--- config.mk ---
export PLATFORM = sky130hd
export DESIGN_NAME = psone_pad_slave
export DESIGN_NICKNAME = d
export VERILOG_FILES = /design/src/rtl/psone_pad_pkg.sv /design/src/rtl/psone_sync_edge.sv /design/src/rtl/psone_pad_slave.sv
export SDC_FILE = /design/constraint.sdc
export NUM_CORES = 1
export LEC_CHECK = 0
export ABC_AREA = 0
export BUFFER_PORTS_ARGS = -buffer_cell sky130_fd_sc_hd__buf_2
export CAP_MARGIN = 20
export CORE_AREA = 2 2 111 70
export DETAILED_ROUTE_END_ITERATION = 16
export DIE_AREA = 0 0 113 72
export PLACE_DENSITY = 0.72
export RECOVER_POWER = 50
export SLEW_MARGIN = 20
export SYNTH_ARGS = -nofsm -noshare
export SYNTH_HDL_FRONTEND = slang
export SYNTH_SLANG_ARGS = --single-unit
--- constraint.sdc ---
create_clock -name iCLK -period 2.4 [get_ports iCLK]
set_clock_uncertainty 0.05 [all_clocks]
set_input_delay 0.48 -clock iCLK [delete_from_list [all_inputs] [get_ports iCLK]]
set_output_delay 0.48 -clock iCLK [all_outputs]
set_load 0.05 [all_outputs]
--- src/rtl/psone_pad_pkg.sv ---
// Shared types and protocol constants for the PlayStation pad responder.
// PSONE_PAD_ANALOG_EN selects the analog pad ID and the 9-byte packet.
package psone_pad_pkg;

   typedef enum logic [2:0] {StIdle, StAddr, StCmd, StData, StIgnore} pad_state_e;
   typedef enum logic [1:0] {AckOff, AckDelay, AckLow} ack_phase_e;

   localparam logic [7:0] ADDR_PAD   = 8'h01;
   localparam logic [7:0] CMD_POLL   = 8'h42;
   localparam logic [7:0] ID_DIGITAL = 8'h41;
   localparam logic [7:0] ID_ANALOG  = 8'h73;
   localparam logic [7:0] RESP_READY = 8'h5A;

   localparam int unsigned PKT_LEN_DIGITAL = 5;
   localparam int unsigned PKT_LEN_ANALOG  = 9;

`ifdef PSONE_PAD_ANALOG_EN
   localparam logic [7:0]  PAD_ID  = ID_ANALOG;
   localparam int unsigned PKT_LEN = PKT_LEN_ANALOG;
`else
   localparam logic [7:0]  PAD_ID  = ID_DIGITAL;
   localparam int unsigned PKT_LEN = PKT_LEN_DIGITAL;
`endif

   localparam logic [3:0] LAST_BYTE = 4'(PKT_LEN - 1);

endpackage

--- src/rtl/psone_sync_edge.sv ---
// Two-flop synchronizer with registered rise/fall pulses; level is aligned
// with the pulses so both can be used together in the same cycle.
module psone_sync_edge #(
   parameter logic RST_VAL = 1'b1
) (
   input  logic clk,
   input  logic rst,
   input  logic din,
   output logic level,
   output logic rise,
   output logic fall
);

   logic meta_q, sync_q, prev_q, rise_q, fall_q;

   always_ff @(posedge clk or posedge rst) begin
      if (rst) begin
         meta_q <= RST_VAL;
         sync_q <= RST_VAL;
         prev_q <= RST_VAL;
         rise_q <= 1'b0;
         fall_q <= 1'b0;
      end else begin
         meta_q <= din;
         sync_q <= meta_q;
         prev_q <= sync_q;
         rise_q <= sync_q & ~prev_q;
         fall_q <= ~sync_q & prev_q;
      end
   end

   assign level = prev_q;
   assign rise  = rise_q;
   assign fall  = fall_q;

endmodule

--- src/rtl/psone_pad_slave.sv ---
// PlayStation pad responder: decodes the poll packet and shifts back ID,
// status and buttons LSB-first. PSONE_PAD_ANALOG_EN adds the stick bytes.
module psone_pad_slave
   import psone_pad_pkg::*;
#(
   parameter int unsigned ACK_DELAY = 40,
   parameter int unsigned ACK_WIDTH = 20
) (
   input  logic        iCLK,
   input  logic        iRESET,
   input  logic        iATT,
   input  logic        iSCK,
   input  logic        iCMD,
   output logic        oDAT,
   output logic        oDAT_OE,
   output logic        oACK,
   input  logic [15:0] iBUTTONS,
`ifdef PSONE_PAD_ANALOG_EN
   input  logic [31:0] iANALOG,
`endif
   output logic        oPOLL,
   output logic        oBUSY
);

   logic att_lvl, att_rise, att_fall;
   logic sck_rise, sck_fall;
   logic cmd_lvl;

   psone_sync_edge #(.RST_VAL(1'b1)) u_sync_att (
      .clk(iCLK), .rst(iRESET), .din(iATT),
      .level(att_lvl), .rise(att_rise), .fall(att_fall)
   );

   psone_sync_edge #(.RST_VAL(1'b1)) u_sync_sck (
      .clk(iCLK), .rst(iRESET), .din(iSCK),
      .level(), .rise(sck_rise), .fall(sck_fall)
   );

   psone_sync_edge #(.RST_VAL(1'b1)) u_sync_cmd (
      .clk(iCLK), .rst(iRESET), .din(iCMD),
      .level(cmd_lvl), .rise(), .fall()
   );

   pad_state_e state_q;
   ack_phase_e ack_ph_q;
   logic [7:0]  ack_cnt_q;
   logic [2:0]  bit_cnt_q;
   logic [3:0]  byte_idx_q;
   logic [7:0]  rx_q;
   logic [15:0] btn_q;
`ifdef PSONE_PAD_ANALOG_EN
   logic [31:0] ana_q;
`endif
   logic [2:0]  settle_q;
   logic        dat_q, oe_q, ack_q, poll_q;

   logic [7:0] tx_byte;
   logic [7:0] rx_byte;
   logic       byte_done;
   logic       settled;

   assign rx_byte   = {cmd_lvl, rx_q[7:1]};
   assign byte_done = sck_rise && (bit_cnt_q == 3'd7);
   // Synchronizer reset values must flush out before a level can be trusted.
   assign settled   = (settle_q == 3'd4);

   always_comb begin
      tx_byte = 8'hFF;
      case (byte_idx_q)
         4'd1:    tx_byte = PAD_ID;
         4'd2:    tx_byte = RESP_READY;
         4'd3:    tx_byte = btn_q[7:0];
         4'd4:    tx_byte = btn_q[15:8];
`ifdef PSONE_PAD_ANALOG_EN
         4'd5:    tx_byte = ana_q[7:0];
         4'd6:    tx_byte = ana_q[15:8];
         4'd7:    tx_byte = ana_q[23:16];
         4'd8:    tx_byte = ana_q[31:24];
`endif
         default: tx_byte = 8'hFF;
      endcase
   end

   always_ff @(posedge iCLK or posedge iRESET) begin
      if (iRESET) begin
         state_q    <= StIdle;
         ack_ph_q   <= AckOff;
         ack_cnt_q  <= 8'd0;
         bit_cnt_q  <= 3'd0;
         byte_idx_q <= 4'd0;
         rx_q       <= 8'd0;
         btn_q      <= 16'hFFFF;
`ifdef PSONE_PAD_ANALOG_EN
         ana_q      <= 32'd0;
`endif
         settle_q   <= 3'd0;
         dat_q      <= 1'b1;
         oe_q       <= 1'b0;
         ack_q      <= 1'b1;
         poll_q     <= 1'b0;
      end else begin
         poll_q <= 1'b0;
         if (!settled) settle_q <= settle_q + 3'd1;

         case (ack_ph_q)
            AckDelay: begin
               if (ack_cnt_q == 8'd0) begin
                  ack_q     <= 1'b0;
                  ack_cnt_q <= 8'(ACK_WIDTH - 1);
                  ack_ph_q  <= AckLow;
               end else begin
                  ack_cnt_q <= ack_cnt_q - 8'd1;
               end
            end
            AckLow: begin
               if (ack_cnt_q == 8'd0) begin
                  ack_q    <= 1'b1;
                  ack_ph_q <= AckOff;
               end else begin
                  ack_cnt_q <= ack_cnt_q - 8'd1;
               end
            end
            default: ;
         endcase
         // Host clocking the next byte cuts any pending or active ACK short.
         if (sck_fall) begin
            ack_q    <= 1'b1;
            ack_ph_q <= AckOff;
         end

         if (att_rise && state_q != StIdle) begin
            state_q  <= StIdle;
            oe_q     <= 1'b0;
            dat_q    <= 1'b1;
            ack_q    <= 1'b1;
            ack_ph_q <= AckOff;
         end else begin
            case (state_q)
               StIdle: begin
                  if (settled) begin
                     if (att_fall) begin
                        state_q    <= StAddr;
                        bit_cnt_q  <= 3'd0;
                        byte_idx_q <= 4'd0;
                        btn_q      <= iBUTTONS;
`ifdef PSONE_PAD_ANALOG_EN
                        ana_q      <= iANALOG;
`endif
                     end else if (!att_lvl) begin
                        state_q <= StIgnore;
                     end
                  end
               end
               StAddr, StCmd, StData: begin
                  if (sck_fall && state_q != StAddr) begin
                     oe_q  <= 1'b1;
                     dat_q <= tx_byte[bit_cnt_q];
                  end
                  if (sck_rise) begin
                     rx_q      <= rx_byte;
                     bit_cnt_q <= bit_cnt_q + 3'd1;
                  end
                  if (byte_done) begin
                     byte_idx_q <= byte_idx_q + 4'd1;
                     if ((state_q == StAddr && rx_byte == ADDR_PAD) ||
                         (state_q == StCmd && rx_byte == CMD_POLL) ||
                         (state_q == StData && byte_idx_q != LAST_BYTE)) begin
                        ack_ph_q  <= AckDelay;
                        ack_cnt_q <= 8'(ACK_DELAY - 1);
                        if (state_q == StAddr) state_q <= StCmd;
                        if (state_q == StCmd)  state_q <= StData;
                     end else begin
                        if (state_q == StData) poll_q <= 1'b1;
                        state_q  <= StIgnore;
                        oe_q     <= 1'b0;
                        dat_q    <= 1'b1;
                        ack_q    <= 1'b1;
                        ack_ph_q <= AckOff;
                     end
                  end
               end
               default: ;
            endcase
         end
      end
   end

   assign oDAT    = dat_q;
   assign oDAT_OE = oe_q;
   assign oACK    = ack_q;
   assign oPOLL   = poll_q;
   assign oBUSY   = (state_q == StAddr) || (state_q == StCmd) || (state_q == StData);

endmodule
==> results of run 1 <==
cells by family (layout without fill, tap and decap cells):
| kind of cell | count (synthesis) | count (layout) | share of synthesized area |
|---|---|---|---|
| buffers and inverters | 27 | 66 | 0.0362 |
| muxes | 24 | 24 | 0.0856 |
| AOI/OAI and AO/OA | 64 | 64 | 0.140 |
| adders and majority gates | 13 | 13 | 0.0517 |
| DFF | 63 | 63 | 0.512 |
| xor gates and xnor gates | 8 | 8 | 0.0223 |
| and+or+nand+nor | 93 | 93 | 0.152 |
timing repair:
item / in CTS / in global routing
gates resized for setup: 0 / 0
hold buffers: 1 / 0
hold endpoints to repair: 3 / 0
flip-flops by register name, summed over array words and instances, names as in the netlist, 2 cells and up:
register and flops:
btn_q 16, byte_idx_q 4, bit_cnt_q 3, rx_q 7, state_q 3, settle_q 3, ack_ph_q 2, ack_cnt_q 8
power by group through the flow:
stage	Clock (W)	Combinational, W	Sequential [W]
finish	0.00118	0.000785	0.00157
global route	0.00125	0.000868	0.00160
CTS	0.00121	0.000785	0.00157
detailed placement	0	0.000780	0.00158
global placement	0	0.000756	0.00158
floorplan	0	0.000601	0.00153
worst max-delay path by stage:
stage / startpoint / to / slack [ns] / cells past startpoint
3_3_place_gp: byte_idx_q[0]$_DFFE_PP0P_ / oDAT$_DFFE_PP1P_ / 0.25 / 7
2_1_floorplan: byte_idx_q[0]$_DFFE_PP0P_ / oDAT$_DFFE_PP1P_ / 0.33 / 7
6_report: byte_idx_q[0]$_DFFE_PP0P_ / oDAT$_DFFE_PP1P_ / 0.12 / 7
3_5_place_dp: byte_idx_q[0]$_DFFE_PP0P_ / oDAT$_DFFE_PP1P_ / 0.17 / 7
4_1_cts: byte_idx_q[0]$_DFFE_PP0P_ / oDAT$_DFFE_PP1P_ / 0.13 / 7
5_1_grt: byte_idx_q[0]$_DFFE_PP0P_ / oDAT$_DFFE_PP1P_ / 0.01 / 7
worst max-delay path, delay by kind of cell, from the launching register on:
kind | cells | cell delay, ns
AOI/OAI and AO/OA | 3 | 0.71
DFF | 1 | 0.43
and+or+nand+nor | 2 | 0.61
buffers and inverters | 1 | 0.10
adders and majority gates | 1 | 0.28
placed cells by master, fill, tap and decap left out, types with 2 or more instances in the layout:
cell / instances
o211ai_1: 3
a32o_1: 2
o22ai_1: 2
nand3b_1: 3
dfstp_1: 3
clkbuf_16: 9
a21oi_1: 17
a2111oi_0: 2
nor2_1: 26
a31oi_1: 2
clkbuf_1: 4
dfstp_2: 24
xnor2_1: 4
nor3_1: 3
inv_1: 15
nand2_1: 24
or3_1: 2
buf_2: 25
o21ai_0: 10
buf_4: 8
ha_1: 13
nor4_1: 6
o22a_1: 2
a211oi_1: 4
a22oi_1: 2
mux2_2: 23
o21a_1: 2
nor2b_1: 10
o21bai_1: 2
o31ai_1: 3
or3_4: 2
xor2_1: 4
and3b_1: 2
clkbuf_8: 2
nand3_1: 7
a22o_1: 2
dfrtp_1: 36
cell type report:
class	count	area, um^2
Clock buffer	15	268
Clock inverter	1	5.00
Fill cell	638	3410
Inverter	15	56.3
Multi-Input combinational cell	202	1420
Sequential cell	63	1610
Tap cell	91	114
Timing Repair Buffer	35	203
per-layer routing:
metal,vias up,global-route usage,wire length [um]
met3,15,0.0810,582
met2,92,0.221,2600
met5,-,0,0
met1,1101,0.257,3180
met4,0,0.0745,102
li1,1112,-,-
metrics by stage:
| step | power, W | setup WS, ns | utilization | std cells |
|---|---|---|---|---|
| 6_report | 0.00353 | 0.121 | 0.519 | 422 |
| 3_5_place_dp | 0.00236 | 0.173 | 0.481 | 405 |
| 2_1_floorplan | 0.00213 | 0.330 | - | 292 |
| 5_1_grt | 0.00371 | 0.0124 | 0.519 | 422 |
| 3_3_place_gp | 0.00233 | 0.252 | 0.481 | 405 |
| 4_1_cts | 0.00357 | 0.135 | 0.520 | 422 |
==> results.json, run 1 <==
{
  "outcome": "finished, violations left",
  "failed_checks": "DRC",
  "path_class": "reg -> reg",
  "whs_ns": 0.194,
  "fin_crit_ns": 2.28,
  "swShare": 0.291,
  "die_area_mm2": 0.00814,
  "clock-sinks": 63,
  "synthToLayoutAreaGrowth_pct": 16.9,
  "ant_nets": 0,
  "synth_common_cells": "36 x dfrtp_1, 27 x dfstp_2, 26 x nor2_1",
  "layout-drive-gt1-share": 0.305,
  "ys_top_cells_by_area": "dfrtp_1 29%, dfstp_2 23%, mux2_2 8.2%",
  "p_leak_nw": 1.58,
  "async_flop_share": 1.00,
  "post-route-cell-area_mm2": 0.00368,
  "clock_path_buffers": 2,
  "drv_slew": 0,
  "r2r_start": "byte_idx_q[0]$_DFFE_PP0P_",
  "min_path_type": "in -> reg",
  "synth.ff_latch_count": 63,
  "io-pin-count": 26,
  "grt_max_degree": 58,
  "worstPathMaxFanout": 6,
  "hold_depth": 1,
  "overflow": 0,
  "drc": 2,
  "synth_area_per_cell_um2": 10.8,
  "intPower_w": 0.00251,
  "cts_tree": "done",
  "relSlewSlack": 0.497,
  "grtUsageTotal": 0.176,
  "synth_cell_types": 52,
  "rsz0062_at_grt": "no",
  "synth_area_mm2": 0.00314,
  "firstDrtPassIters": 10,
  "rows": 24,
  "diodes": 0,
  "vias_per_cell": 5.50,
  "critPathLaunchType": "flop",
  "synthesis.nets": 326,
  "clkTransAtPathRegs_ns": 0.05,
  "dieHeight_um": 72,
  "finalHoldViolations": 0,
  "synth_seq_area_share": 0.512,
  "cts_setup_buffers": 0,
  "ys_warn_count": 0,
  "initial_core_util": 0.444,
  "max_freq_mhz": 439,
  "synth_top_area_frac": 0.287,
  "worstMarginPinSlew_ns": 0.755,
  "first_iter_violations": 151,
  "min_to": "u_sync_att.meta_q$_DFF_PP1_",
  "finalCritPeriodShare": 0.949,
  "synth_edf_count": 0,
  "dp_hpwl_um": 4610,
  "h-tree-depth": 3,
  "p_comb_frac": 0.222,
  "crit_path_max_incr_delay_ns": 0.44,
  "grt_pass1_wl_um": 10800,
  "worstPathRequired_ns": 2.60,
  "clkLatencyLatePin_ns": 0.33,
  "numPortBuffers": 25,
  "setup_viol": 0,
  "drv_cap": 0,
  "r2r-end": "oDAT$_DFFE_PP1P_",
  "fin_nets": 360,
  "seqPwrFrac": 0.445,
  "core_mm2": 0.00709,
  "powerDensity_mw_per_mm2": 961,
  "vdd_drop_max_uv": 387,
  "arrival_ns": 2.48,
  "worst_path_max_delay_cell": "o41a_1",
  "wl_per_cell_um": 15.3,
  "rr_worst_depth": 7,
  "cp_cell_sequence": "inv_1 -> ha_1 -> and3b_1 -> or3_4 -> o21ai_2 -> o2111ai_2 -> o41a_1",
  "synth_top_area_cell": "dfrtp_1",
  "synthCells": 292,
  "die_w_um": 113,
  "synthFlopType": "dfrtp_1",
  "routed_wl_um": 6460,
  "synth_most_common_cell": "dfrtp_1",
  "end_kind": "flop",
  "min_from": "iATT",
  "gpl.final_weighted_congestion": 0.951,
  "numCtsBuffers": 9,
  "p_switching_w": 0.00103,
  "setup_tns_ns": 0,
  "vias": 2320,
  "power_frac_clock": 0.333,
  "dpl-instance-area_mm2": 0.00341,
  "r2r_setup_slack_ns": 0.12,
  "cts-root-buf": "clkbuf_16",
  "antenna_found_initial": 0,
  "grt_pass1_vias": 2207
}
No activity file was read; power rests on OpenSTA's default activity.
==> inputs of run 2 (changes only) <==
- CORE_AREA: 2 2 111 70 -> 2 2 98 62
- DIE_AREA: 0 0 113 72 -> 0 0 100 64
- PLACE_DENSITY: 0.72 -> 0.87
==> run 2 against run 1 <==
The flow now finishes without violations. Design area shrank 1.9%. Sequential share of layout area grew 0.84 points. Wire length shrank 0.12%. Global-route usage increased by 4.8 points. Clock power fell by 11%. Register-to-register slack barely moved. First-iteration DRC count is 46% higher. Non-clock buffer count up 1. Combinational power rose by 3.9%. Critical path depth unchanged. Final cell count is 5.0% lower. Clock-buffer cell count decreased by 2. Critical endpoint unchanged. Largest power group unchanged.
==> results.json, run 2 (same netlist as run 1, synthesis figures left out) <==
{
  "swShare": 0.292,
  "worstPathRequired_ns": 2.61,
  "layout_common_cells": "36 x dfrtp_1, 26 x nor2_1, 25 x buf_2",
  "layout-drive-gt1-share": 0.313,
  "p_switching_w": 0.000998,
  "finalHoldViolations": 0,
  "p_leak_nw": 1.56,
  "drv_slew": 0,
  "clkTransAtPathRegs_ns": 0.07,
  "min_path_type": "in -> reg",
  "antenna_found_initial": 0,
  "cts_resized": 0,
  "first_iter_violations": 220,
  "intPower_w": 0.00243,
  "dp_hpwl_um": 4570,
  "clock_path_buffers": 2,
  "min_from": "iCMD",
  "finalWorstSetupSlack_ns": 0.110,
  "hold_buffers": 0,
  "wl_per_cell_um": 16.1,
  "finalCritPeriodShare": 0.954,
  "r2r_setup_slack_ns": 0.11,
  "worstMarginPinSlew_ns": 1.02,
  "io-pin-count": 26,
  "p_comb_frac": 0.238,
  "powerDensity_mw_per_mm2": 949,
  "fin_crit_ns": 2.29,
  "dpl-instance-area_mm2": 0.00338,
  "max_freq_mhz": 437,
  "hold_depth": 1,
  "largest_reg_flops": 16,
  "fin_nets": 361,
  "outcome": "complete, no violations",
  "ant_nets": 0,
  "mostFrequentLayoutCell": "dfrtp_1",
  "rr_worst_depth": 7,
  "min_to": "u_sync_cmd.meta_q$_DFF_PP1_",
  "path_class": "reg -> reg",
  "r2r_start": "byte_idx_q[0]$_DFFE_PP0P_",
  "overflow": 0,
  "top_regs": "btn_q x16, ack_cnt_q x8, rx_q x7",
  "core_mm2": 0.00547,
  "grt_max_degree": 27,
  "vias": 2389,
  "clkLatencyLatePin_ns": 0.33,
  "numPortBuffers": 25,
  "setup_viol": 0,
  "vias_per_cell": 5.96,
  "synthToLayoutAreaGrowth_pct": 14.7,
  "worstPathMaxFanout": 6,
  "rows": 21,
  "vdd_drop_max_uv": 532,
  "fin_util": 0.660,
  "critPathLaunchType": "flop",
  "dieHeight_um": 64,
  "diodes": 0,
  "power_frac_clock": 0.306,
  "gpl.final_weighted_congestion": 0.932,
  "cts_setup_buffers": 0,
  "pre_cts_ws_ns": 0.147,
  "rsz0062_at_grt": "no",
  "firstDrtPassIters": 5,
  "grt_pass1_wl_um": 10800,
  "arrival_ns": 2.50,
  "setup_tns_ns": 0,
  "die_area_mm2": 0.00640,
  "whs_ns": 0.192,
  "post-route-cell-area_mm2": 0.00361,
  "grtUsageTotal": 0.224,
  "numCtsBuffers": 9,
  "drv_cap": 0,
  "cts_tree": "done",
  "h-tree-depth": 3,
  "clock-sinks": 63,
  "nFillCells": 414,
  "initial_core_util": 0.575,
  "cts-root-buf": "clkbuf_8",
  "routed_wl_um": 6450,
  "die_w_um": 100,
  "end_kind": "flop",
  "top_register": "btn_q",
  "grt_pass1_vias": 2195,
  "seqPwrFrac": 0.456,
  "relSlewSlack": 0.321,
  "drc": 0,
  "r2r-end": "oDAT$_DFFE_PP1P_"
}
==> run 2: changes by cell type in the layout (fill, tap and decap cells not counted) <==
cell / delta
clkbuf_8: +10
buf_4: +1
clkbuf_1: -1
dlygate4sd3_1: -1
bufinv_16: +2
clkbuf_16: -9
clkbuf_4: -1
==> run 2: layout make-up <==
| class | count | area (um^2) | area share |
|---|---|---|---|
| inverter | 15 | 56.3 | 0.0156 |
| sequential | 63 | 1610 | 0.446 |
| multi-input combinational | 202 | 1420 | 0.394 |
| tap | 69 | 86.3 | 0.0239 |
| clock inverter | 3 | 65.1 | 0.0180 |
| clock buffer | 13 | 169 | 0.0468 |
| timing repair buffer | 36 | 200 | 0.0555 |
==> run 2: power by group through the flow <==
stage               Combinational [W]  Clock, W  Sequential (W)
floorplan                    0.000601         0         0.00153
global placement             0.000767         0         0.00157
detailed placement           0.000796         0         0.00158
CTS                          0.000807   0.00107         0.00156
global route                 0.000898   0.00111         0.00160
finish                       0.000816   0.00105         0.00156
==> run 2: through the flow <==
stage | power (W) | std cells
CTS | 0.00343 | 401
floorplan | 0.00213 | 292
global route | 0.00361 | 401
finish | 0.00342 | 401
global placement | 0.00234 | 385
detailed placement | 0.00237 | 385
==> run 2: critical path, stage by stage, from the launching register on <==
cell	delay (ns)
dfrtp_1	0.43
inv_1	0.09
ha_1	0.29
and3b_1	0.24
or3_4	0.40
o21ai_2	0.13
o2111ai_2	0.15
o41a_1	0.44
==> run 2: how the worst max path moves through the flow <==
stage                               from                to  slack [ns]  cells after the start
6_report       byte_idx_q[0]$_DFFE_PP0P_  oDAT$_DFFE_PP1P_        0.11                      7
5_1_grt        byte_idx_q[0]$_DFFE_PP0P_  oDAT$_DFFE_PP1P_        0.03                      7
4_1_cts        byte_idx_q[0]$_DFFE_PP0P_  oDAT$_DFFE_PP1P_        0.12                      7
3_5_place_dp   byte_idx_q[0]$_DFFE_PP0P_  oDAT$_DFFE_PP1P_        0.15                      7
3_3_place_gp   byte_idx_q[0]$_DFFE_PP0P_  oDAT$_DFFE_PP1P_        0.25                      7
2_1_floorplan  byte_idx_q[0]$_DFFE_PP0P_  oDAT$_DFFE_PP1P_        0.33                      7
==> run 2: routing by layer <==
layer	share of wire	GRT usage
met5	0	0
met2	0.41	0.293
met3	0.083	0.0613
met1	0.49	0.345
met4	0.018	0.0942
